===== config.mk =====
export PLATFORM = sky130hd
export DESIGN_NAME = pes_fpmul_pipe_flat
export DESIGN_NICKNAME = d
export VERILOG_FILES = /design/src/rtl/pes_fp_pkg.sv /design/src/rtl/pes_fpmul_pipe_if.sv /design/src/rtl/pes_fp_round_pack.sv /design/src/rtl/pes_fpmul_pipe.sv /design/src/flat_wrapper.sv
export SDC_FILE = /design/constraint.sdc
export NUM_CORES = 2
export LEC_CHECK = 0
export CORE_MARGIN = 3
export CORE_UTILIZATION = 40
export CTS_BUF_LIST = sky130_fd_sc_hd__clkbuf_4 sky130_fd_sc_hd__clkbuf_8
export CTS_CLUSTER_SIZE = 28
export DETAILED_ROUTE_END_ITERATION = 8
export GPL_TIMING_DRIVEN = 0
export MAX_ROUTING_LAYER = met4
export PLACE_DENSITY = 0.59
export SLEW_MARGIN = 20
export SYNTH_ARGS = -nofsm -noshare
export SYNTH_HDL_FRONTEND = slang
export SYNTH_HIERARCHICAL = 1
export SYNTH_SLANG_ARGS = --single-unit

===== constraint.sdc =====
create_clock -name clk -period 9.2 [get_ports clk]
set_input_delay 1.38 -clock clk [delete_from_list [all_inputs] [get_ports clk]]
set_output_delay 1.38 -clock clk [all_outputs]
set_load 0.01 [all_outputs]

===== src/rtl/pes_fp_pkg.sv =====
// Shared field-width helpers, operand classes and flag layout for the parametrised
// floating-point multiplier pipe.
package pes_fp_pkg;

  typedef enum logic [1:0] {
    CLS_ZERO = 2'd0,
    CLS_NORM = 2'd1,
    CLS_INF  = 2'd2,
    CLS_NAN  = 2'd3
  } fp_cls_e;

  // Bit positions inside the 4-bit flags word {invalid, overflow, underflow, inexact}.
  localparam int FLG_INEXACT   = 0;
  localparam int FLG_UNDERFLOW = 1;
  localparam int FLG_OVERFLOW  = 2;
  localparam int FLG_INVALID   = 3;

  function automatic int fp_bias(input int exp_w);
    return (1 << (exp_w - 1)) - 1;
  endfunction

  function automatic int fp_width(input int exp_w, input int man_w);
    return 1 + exp_w + man_w;
  endfunction

  // Quiet NaN: sign 0, exponent all ones, fraction MSB set; caller keeps the low W bits.
  function automatic logic [127:0] fp_canon_nan(input int exp_w, input int man_w);
    logic [127:0] r;
    r = '0;
    for (int i = 0; i < exp_w; i++) r = r | (128'(1) << (man_w + i));
    r = r | (128'(1) << (man_w - 1));
    return r;
  endfunction

endpackage


===== src/rtl/pes_fpmul_pipe_if.sv =====
// Operand/result bundle of the multiplier pipe.
// Valid/ready: a beat transfers on a rising edge with valid && ready; the sender keeps valid and
// payload stable until it transfers, and ready may depend combinationally on downstream ready.
interface pes_fpmul_pipe_if #(
  parameter int W = 32
);
  logic         in_valid;
  logic         in_ready;
  logic [W-1:0] a;
  logic [W-1:0] b;
  logic         out_valid;
  logic         out_ready;
  logic [W-1:0] f;
  logic [3:0]   flags;

  modport master (
    output in_valid, a, b, out_ready,
    input  in_ready, out_valid, f, flags
  );

  modport slave (
    input  in_valid, a, b, out_ready,
    output in_ready, out_valid, f, flags
  );
endinterface


===== src/rtl/pes_fp_round_pack.sv =====
// Round-to-nearest-even, range check and packing of a normalised product, with special-class
// override; purely combinational, registered by the caller.
module pes_fp_round_pack
  import pes_fp_pkg::*;
#(
  parameter int EXP_W = 8,
  parameter int MAN_W = 23
) (
  input  logic                     sign_i,
  input  logic signed [EXP_W+1:0]  e_i,
  input  logic [MAN_W-1:0]         frac_i,
  input  logic                     guard_i,
  input  logic                     sticky_i,
  input  fp_cls_e                  cls_i,
  input  logic                     invalid_i,
  output logic [EXP_W+MAN_W:0]     f_o,
  output logic [3:0]               flags_o
);
  localparam int W  = fp_width(EXP_W, MAN_W);
  localparam int EW = EXP_W + 2;
  localparam logic signed [EW-1:0] E_MAX  = EW'((1 << EXP_W) - 1);
  localparam logic signed [EW-1:0] E_ZERO = '0;
  localparam logic [127:0] NAN_WIDE = fp_canon_nan(EXP_W, MAN_W);

  logic                 rnd_up;
  logic [MAN_W:0]       frac_sum;
  logic signed [EW-1:0] e_r;

  assign rnd_up   = guard_i && (sticky_i || frac_i[0]);
  assign frac_sum = {1'b0, frac_i} + {{MAN_W{1'b0}}, rnd_up};
  // A carry out of the fraction leaves it at zero and bumps the exponent.
  assign e_r      = e_i + $signed({{(EW-1){1'b0}}, frac_sum[MAN_W]});

  always_comb begin
    f_o     = '0;
    flags_o = '0;
    case (cls_i)
      CLS_NAN: begin
        f_o                  = NAN_WIDE[W-1:0];
        flags_o[FLG_INVALID] = invalid_i;
      end
      CLS_INF:  f_o = {sign_i, {EXP_W{1'b1}}, {MAN_W{1'b0}}};
      CLS_ZERO: f_o = {sign_i, {(EXP_W+MAN_W){1'b0}}};
      default: begin
        if (e_r >= E_MAX) begin
          f_o                    = {sign_i, {EXP_W{1'b1}}, {MAN_W{1'b0}}};
          flags_o[FLG_OVERFLOW]  = 1'b1;
          flags_o[FLG_INEXACT]   = 1'b1;
        end else if (e_r <= E_ZERO) begin
          f_o                    = {sign_i, {(EXP_W+MAN_W){1'b0}}};
          flags_o[FLG_UNDERFLOW] = 1'b1;
          flags_o[FLG_INEXACT]   = 1'b1;
        end else begin
          f_o                    = {sign_i, e_r[EXP_W-1:0], frac_sum[MAN_W-1:0]};
          flags_o[FLG_INEXACT]   = guard_i | sticky_i;
        end
      end
    endcase
  end

endmodule


===== src/rtl/pes_fpmul_pipe.sv =====
// Four-stage floating-point multiplier with valid/ready back-pressure:
// S1 unpack/classify, S2 multiply, S3 normalise, S4 round/pack into the output register.
module pes_fpmul_pipe
  import pes_fp_pkg::*;
#(
  parameter int EXP_W = 8,
  parameter int MAN_W = 23
) (
  input  logic             clk,
  input  logic             rst,
  pes_fpmul_pipe_if.slave  bus
);
  localparam int W  = fp_width(EXP_W, MAN_W);
  localparam int MW = MAN_W + 1;
  localparam int PW = 2 * MW;
  localparam int EW = EXP_W + 2;
  localparam logic signed [EW-1:0] BIAS = EW'(fp_bias(EXP_W));

  function automatic fp_cls_e classify(input logic [EXP_W-1:0] e, input logic [MAN_W-1:0] m);
    if (e == '0) return CLS_ZERO;
    if (&e) return (m == '0) ? CLS_INF : CLS_NAN;
    return CLS_NORM;
  endfunction

  // Each stage can take new data when empty or when its own content moves on.
  logic v1_q, v2_q, v3_q, v4_q;
  logic rdy1, rdy2, rdy3, rdy4;
  assign rdy4 = !v4_q || bus.out_ready;
  assign rdy3 = !v3_q || rdy4;
  assign rdy2 = !v2_q || rdy3;
  assign rdy1 = !v1_q || rdy2;
  assign bus.in_ready = rdy1;

  logic [EXP_W-1:0] ea, eb;
  logic [MAN_W-1:0] fa, fb;
  fp_cls_e          ca, cb;
  assign ea = bus.a[W-2 -: EXP_W];
  assign eb = bus.b[W-2 -: EXP_W];
  assign fa = bus.a[MAN_W-1:0];
  assign fb = bus.b[MAN_W-1:0];
  assign ca = classify(ea, fa);
  assign cb = classify(eb, fb);

  fp_cls_e s1_cls_d;
  logic    s1_inv_d;
  always_comb begin
    s1_cls_d = CLS_NORM;
    s1_inv_d = 1'b0;
    if (ca == CLS_NAN || cb == CLS_NAN) begin
      s1_cls_d = CLS_NAN;
    end else if ((ca == CLS_INF && cb == CLS_ZERO) || (ca == CLS_ZERO && cb == CLS_INF)) begin
      s1_cls_d = CLS_NAN;
      s1_inv_d = 1'b1;
    end else if (ca == CLS_INF || cb == CLS_INF) begin
      s1_cls_d = CLS_INF;
    end else if (ca == CLS_ZERO || cb == CLS_ZERO) begin
      s1_cls_d = CLS_ZERO;
    end
  end

  logic             s1_sign_q, s1_inv_q;
  fp_cls_e          s1_cls_q;
  logic [EXP_W-1:0] s1_ea_q, s1_eb_q;
  logic [MW-1:0]    s1_ma_q, s1_mb_q;

  logic [PW-1:0]        s2_prod_d, s2_prod_q;
  logic signed [EW-1:0] s2_e_d, s2_e_q;
  logic                 s2_sign_q, s2_inv_q;
  fp_cls_e              s2_cls_q;
  assign s2_prod_d = PW'(s1_ma_q) * PW'(s1_mb_q);
  assign s2_e_d    = $signed({2'b00, s1_ea_q}) + $signed({2'b00, s1_eb_q}) - BIAS;

  // Product lies in [1,4); a set MSB means one extra integer bit to shift out.
  logic                 s2_msb;
  logic [MAN_W-1:0]     s3_frac_d, s3_frac_q;
  logic                 s3_guard_d, s3_guard_q, s3_sticky_d, s3_sticky_q;
  logic signed [EW-1:0] s3_e_d, s3_e_q;
  logic                 s3_sign_q, s3_inv_q;
  fp_cls_e              s3_cls_q;
  assign s2_msb      = s2_prod_q[PW-1];
  assign s3_frac_d   = s2_msb ? s2_prod_q[PW-2 -: MAN_W] : s2_prod_q[PW-3 -: MAN_W];
  assign s3_guard_d  = s2_msb ? s2_prod_q[MAN_W] : s2_prod_q[MAN_W-1];
  assign s3_sticky_d = s2_msb ? |s2_prod_q[MAN_W-1:0] : |s2_prod_q[MAN_W-2:0];
  assign s3_e_d      = s2_e_q + $signed({{(EW-1){1'b0}}, s2_msb});

  logic [W-1:0] f_d, f_q;
  logic [3:0]   flags_d, flags_q;

  pes_fp_round_pack #(.EXP_W(EXP_W), .MAN_W(MAN_W)) u_round_pack (
    .sign_i    (s3_sign_q),
    .e_i       (s3_e_q),
    .frac_i    (s3_frac_q),
    .guard_i   (s3_guard_q),
    .sticky_i  (s3_sticky_q),
    .cls_i     (s3_cls_q),
    .invalid_i (s3_inv_q),
    .f_o       (f_d),
    .flags_o   (flags_d)
  );

  always_ff @(posedge clk) begin
    if (!rst) begin
      v1_q    <= 1'b0;
      v2_q    <= 1'b0;
      v3_q    <= 1'b0;
      v4_q    <= 1'b0;
      f_q     <= '0;
      flags_q <= '0;
    end else begin
      if (rdy1) v1_q <= bus.in_valid;
      if (rdy2) v2_q <= v1_q;
      if (rdy3) v3_q <= v2_q;
      if (rdy4) v4_q <= v3_q;
      if (rdy4 && v3_q) begin
        f_q     <= f_d;
        flags_q <= flags_d;
      end
    end
  end

  // Payload registers only move with a valid beat and need no reset.
  always_ff @(posedge clk) begin
    if (bus.in_valid && rdy1) begin
      s1_sign_q <= bus.a[W-1] ^ bus.b[W-1];
      s1_cls_q  <= s1_cls_d;
      s1_inv_q  <= s1_inv_d;
      s1_ea_q   <= ea;
      s1_eb_q   <= eb;
      s1_ma_q   <= {1'b1, fa};
      s1_mb_q   <= {1'b1, fb};
    end
    if (v1_q && rdy2) begin
      s2_prod_q <= s2_prod_d;
      s2_e_q    <= s2_e_d;
      s2_sign_q <= s1_sign_q;
      s2_cls_q  <= s1_cls_q;
      s2_inv_q  <= s1_inv_q;
    end
    if (v2_q && rdy3) begin
      s3_frac_q   <= s3_frac_d;
      s3_guard_q  <= s3_guard_d;
      s3_sticky_q <= s3_sticky_d;
      s3_e_q      <= s3_e_d;
      s3_sign_q   <= s2_sign_q;
      s3_cls_q    <= s2_cls_q;
      s3_inv_q    <= s2_inv_q;
    end
  end

  assign bus.out_valid = v4_q;
  assign bus.f         = f_q;
  assign bus.flags     = flags_q;

endmodule


===== src/flat_wrapper.sv =====
// flat-port wrapper written by rule: the top's interface ports become plain ports
module pes_fpmul_pipe_flat import pes_fp_pkg::*;
#(
  parameter int EXP_W = 8,
  parameter int MAN_W = 23
)
  (clk, rst, bus_in_valid, bus_a, bus_b, bus_out_ready, bus_in_ready, bus_out_valid, bus_f, bus_flags);
  pes_fpmul_pipe_if bus_i ();
  input  logic clk;
  input  logic rst;
  input wire logic [$bits(bus_i.in_valid)-1:0] bus_in_valid;
  input wire logic [$bits(bus_i.a)-1:0] bus_a;
  input wire logic [$bits(bus_i.b)-1:0] bus_b;
  input wire logic [$bits(bus_i.out_ready)-1:0] bus_out_ready;
  output wire logic [$bits(bus_i.in_ready)-1:0] bus_in_ready;
  output wire logic [$bits(bus_i.out_valid)-1:0] bus_out_valid;
  output wire logic [$bits(bus_i.f)-1:0] bus_f;
  output wire logic [$bits(bus_i.flags)-1:0] bus_flags;
  assign bus_i.in_valid = bus_in_valid;
  assign bus_i.a = bus_a;
  assign bus_i.b = bus_b;
  assign bus_i.out_ready = bus_out_ready;
  assign bus_in_ready = bus_i.in_ready;
  assign bus_out_valid = bus_i.out_valid;
  assign bus_f = bus_i.f;
  assign bus_flags = bus_i.flags;
  pes_fpmul_pipe #(.EXP_W(EXP_W), .MAN_W(MAN_W)) u_core (.clk(clk), .rst(rst), .bus(bus_i));
endmodule

==> After elaboration in Yosys (flattened, before gate mapping) <==
Index checks and enable logic that the tools add are counted.
{ "op_classes": {"n_addsub": 5, "n_mul": 1, "order_cmp": 2, "n_eq_ne": 6, "muxes": 32, "bitwise_logic": 2, "n_reduce_logical": 34} }
{ "ops": {"columns": ["cell", "count"], "rows": [
  ["case mux 32 bit (3 select lines)", 1],
  ["2-to-1 mux 31 bit", 2],
  ["multiplier 24 x 24 -> 48 bit", 1],
  ["zero test 23 bit", 2],
  ["adder 23 x 1 -> 24 bit", 1],
  ["2-to-1 mux 23 bit", 1],
  ["OR reduction 23 bit", 1],
  ["OR reduction 22 bit", 1],
  ["adder 10 x 2 -> 10 bit", 2],
  ["2-to-1 mux 1 bit", 19],
  ["zero test 8 bit", 2],
  ["2-to-1 mux 2 bit", 8],
  ["AND reduction 8 bit", 2],
  ["equality test 2 bit, second input constant", 6],
  [">= comparator 10 x 9 -> 1 bit, second input constant", 1],
  ["less-or-equal comparator 10 x 1 -> 1 bit, second input constant", 1],
  ["subtractor 10 x 8 -> 10 bit, second input constant", 1],
  ["adder 8 x 8 -> 9 bit", 1],
  ["logical OR 1 bit", 9],
  ["logical AND 1 bit", 7],
  ["zero test 2 bit", 3],
  ["OR reduction 3 bit", 2],
  ["zero test 1 bit", 4],
  ["2-to-1 mux 3 bit", 1],
  ["other kinds (3)", 3]
]} }
{ "totals": {"reg_bits": 207, "input_bits": 68} }

==> Depth between registers and ports, before layout <==
{ "logic_depth": {"depth_word": 9, "depth_mapped": 27, "depth_no_buf": 25} }

==> By module <==
The synthesis kept the hierarchy.
{ "modules_own_cells": {"columns": ["module", "n_inst", "cells_each", "area_per_inst_um2", "seq_area_each_um2"], "rows": [
  ["pes_fpmul_pipe", 1, 2611, 26381.6, 5815.6],
  ["pes_fp_round_pack", 1, 152, 943.4, 0.0]
]} }

==> Worst setup path after synthesis <==
OpenSTA, ideal clock, no wires.
{ "synth_timing": {"path_type": "reg2reg", "startpoint": "register u_core.s1_ma_q[15]", "endpoint": "register u_core.s2_prod_q[46], data pin", "setup_time_ps": 258, "arrival_time_ps": 6866, "setup_slack_ps": 2076, "stages_incl_launch_ff": 26, "n_path_buf": 1, "cell_sequence": "edfxtp_1 -> clkbuf_1 -> and2_1 -> fa_1 -> fa_1 -> inv_1 -> fa_1 -> inv_1 -> fa_1 -> inv_1 -> fa_1 -> inv_1 -> fa_1 -> inv_1 -> fa_1 -> inv_1 -> ha_1 -> nand2_1 -> nor3_1 -> a221o_1 -> or4_4 -> a221oi_4 -> o221ai_2 -> a221o_1 -> a21oi_2 -> xnor2_1"} }
{ "synth_via": {"elab_chain_cells": 1} }
{ "synth_lines": {"columns": ["element", "line", "source"], "rows": [
  ["start, declared", "pes_fpmul_pipe.sv:64", "logic [MW-1:0] s1_ma_q, s1_mb_q;"],
  ["start signal, assigned", "pes_fpmul_pipe.sv:129", "s1_ma_q <= {1'b1, fa};"],
  ["multiplier 24 x 24 -> 48 bit", "pes_fpmul_pipe.sv:70", "assign s2_prod_d = PW'(s1_ma_q) * PW'(s1_mb_q);"],
  ["via u_core.s2_prod_d[46]", "pes_fpmul_pipe.sv:66", "logic [PW-1:0] s2_prod_d, s2_prod_q;"],
  ["end signal, assigned", "pes_fpmul_pipe.sv:133", "s2_prod_q <= s2_prod_d;"],
  ["end, declared", "pes_fpmul_pipe.sv:66", null]
]} }
The timed path passes the listed nets, and every way through them passes these cells.
A chain may end at the register's enable or synchronous reset.

==> Worst setup path after layout <==
{ "layout_timing": {"startpoint": "register u_core.s1_ma_q[18]", "endpoint": "register u_core.s2_prod_q[47], data pin"} }
Same word-level chain as after synthesis.

==> impl_metrics.env <==
export IMPL_syn_to_final_growth_pct=11.9
export IMPL_rows=95
export IMPL_hold_class="reg2reg"
export IMPL_hold_depth=0
export IMPL_crit_path_max_fanout=10
export IMPL_crit_path_start_kind="flip-flop"
export IMPL_setup_violations=0
export IMPL_initialDrtViolationCount=1185
export IMPL_worst_r2r_path_depth=23
export IMPL_drtPass1Iterations=5
export IMPL_die_h_um=267
export IMPL_r2r_start="u_core/s1_ma_q[18]$_DFFE_PP_"
export IMPL_fmax_ghz=0.111
export IMPL_crit_start="u_core/s1_ma_q[18]$_DFFE_PP_"
export IMPL_finalMaxSlewViolations=0
export IMPL_async_reset_ff_share_pct=0
export IMPL_critPathKind="reg2reg"
export IMPL_hpwl_um=70300
export IMPL_cts_htree_levels=2
export IMPL_slew_headroom_pct=29.6
export IMPL_postRouteAntennaNets=0
export IMPL_avgSynthCellArea_sq_um=9.89
export IMPL_multi_input_area_sq_mm=0.0188
export IMPL_synth_edff_count=167
export IMPL_dpl_cell_count=3749
export IMPL_whs_ps=401
export IMPL_gp_congestion=1.02
export IMPL_timing_final_crit_share_pct=97.8
export IMPL_synth_seq_area_share_pct=21.3
export IMPL_hold_viol_final=0
export IMPL_ys_seq_elements=207
export IMPL_postSynthCellCount=2763
export IMPL_drt_total_wl_um=86100
export IMPL_cts_sinks=207
export IMPL_final_common_cell="inv_1"
export IMPL_cts_setup_buffers=0
export IMPL_synth_flop_cell="edfxtp_1"
export IMPL_synth_distinct_cells=69
export IMPL_antenna_found_initial=5
export IMPL_path_clk_slew_ps=60
export IMPL_min_from="u_core/s1_cls_q[1]$_SDFFCE_PP1P_"
export IMPL_grt_pass1_wl_um=129000
export IMPL_r2r_end="u_core/s2_prod_q[47]$_DFFE_PP_"
export IMPL_core_area_sq_mm=0.0674
export IMPL_clock_path_buffers=3
export IMPL_vias_per_cell=5.11
export IMPL_drc_errors=0
export IMPL_yosysWarnings=6
export IMPL_cts_root_buffer="clkbuf_8"
export IMPL_die_x_um=267
export IMPL_portBuffers=104
export IMPL_rsz0062_at_grt="false"
export IMPL_grt_pass1_vias=20800
export IMPL_worstPathRequired_ps=9510
export IMPL_synth_nets=3507
export IMPL_crit_path_end_kind="flip-flop"
export IMPL_reg2reg_slack_ps=210
export IMPL_final_nets=3659
export IMPL_start_util_pct=40.5
export IMPL_tns_ps=0
export IMPL_drive_gt1_share_pct=4.93
export IMPL_mappedNetlistArea_sq_mm=0.0273
export IMPL_track_usage_pct=25.5
export IMPL_overflow=0
export IMPL_finClkSkew_ps=80.7
export IMPL_io_pins=106
export IMPL_nFillCells=6403
export IMPL_postCtsHoldBufs=0
export IMPL_maxCapViolCount=0
export IMPL_worst_pin_slew_ps=1060
export IMPL_avgRoutedWirePerCell_um=22.5
export IMPL_cts_buffers=37
export IMPL_mostFrequentLayoutCells="inv_1, fa_1, nand2_1"
export IMPL_fin_util_pct=45.4
export IMPL_cts_tree="done"
export IMPL_dieArea_sq_mm=0.0715
export IMPL_grt_max_degree=29
export IMPL_whs_endpoint="u_core/s2_cls_q[1]$_DFFE_PP_"
export IMPL_worstPathArrival_ps=9300
export IMPL_vias=19500
export IMPL_seq_area_sq_mm=0.00582
export IMPL_period_needed_ps=8990
export IMPL_fin_cells=3824
export IMPL_outcome="finished clean"
export IMPL_clk_latency_ps=630
## sequential cells by signal (all words and copies together) (netlist names), 2 cells and up
name and flops:
u_core/s2_e_q 10, u_core/s1_cls_q 2, u_core/s2_prod_q 48, u_core/s1_ma_q 23, u_core/s1_ea_q 8, u_core/s1_mb_q 23, u_core/bus.flags 4, u_core/s1_eb_q 8
u_core/s2_cls_q 2, u_core/bus.f 32, u_core/s3_cls_q 2, u_core/s3_frac_q 23, u_core/s3_e_q 10
## kinds of logic after synthesis
family	after synthesis	synth area share, %
compound gates	221	5.50
xor+xnor	88	2.82
fa+ha+maj	676	44.2
buf+inv	711	10.1
flops	207	21.3
mux	25	1.03
simple gates	835	15.0
## critical path, cell delays in order, from the launching register on
cell and delay, ps:
edfxtp_1 670, clkbuf_1 650, and2_1 240, fa_1 440, fa_1 680, inv_1 100, fa_1 520, fa_1 540
inv_1 80, fa_1 510, fa_1 490, inv_1 50, fa_1 570, inv_1 70, ha_1 390, and3_1 280
and3_1 290, nand4_1 140, o22ai_1 400, o31ai_1 190, o31ai_1 540, a211oi_1 260, o41ai_1 510, xnor2_1 110
## routing by layer
layer,wire length (um),share of wire (%),global-route usage [%]
met1,37200,43,33.0
met2,39200,46,39.5
met3,5530,6.4,4.45
met4,4190,4.9,11.1
met5,0,0,-
## synthesized netlist by cell type (17+ instances only)
cell	number	share of area, %
clkbuf_1	111	1.5
nor2_1	82	1.1
and2_1	261	6.0
o21ai_0	30	0.55
edfxtp_1	167	18
ha_1	193	8.8
a21oi_1	53	0.97
nand2_1	362	5.0
a21o_1	21	0.58
xor2_1	34	1.1
fa_1	483	35
nand4_1	22	0.50
inv_1	581	8.0
nand3_1	27	0.49
nor4_1	21	0.48
and3_1	17	0.39
mux2_2	24	0.99
xnor2_1	54	1.7
a21boi_0	42	1.2
dfxtp_1	40	2.9
## worst max path at each step
stage	to	cells after the start
after CTS	u_core/s2_prod_q[47]$_DFFE_PP_	24
final	u_core/s2_prod_q[47]$_DFFE_PP_	23
after floorplan	u_core/s2_prod_q[46]$_DFFE_PP_	25
after detailed placement	u_core/s2_prod_q[47]$_DFFE_PP_	24
after global placement	u_core/s2_prod_q[43]$_DFFE_PP_	24
after global routing	u_core/s2_prod_q[47]$_DFFE_PP_	24
## final cells by class
cell class / count / share of cell area, %
multi-input combinational: 1845 / 61.5
tap: 873 / 3.57
inverter: 584 / 7.20
sequential: 207 / 19.0
clock inverter: 17 / 0.683
clock buffer: 51 / 2.05
antenna: 7 / 0.0573
timing repair buffer: 113 / 4.02
buffer: 127 / 1.90
## timing repair
action / 4_1_cts / 5_1_grt
endpoints found under the setup margin: 0 / 3
resized for setup: 0 / 27
hold endpoints to repair: 0 / 0
## stage by stage
step                      area (sq um)  setup slack (ps)
after floorplan                  27300              2080
after global placement           29500               290
after detailed placement         29700               160
after CTS                        30500               115
after global routing             30600              5.23
final                            30600               206
Power is not shown: default switching activity piles up to over one toggle a cycle in this logic, so the estimate is an artifact.
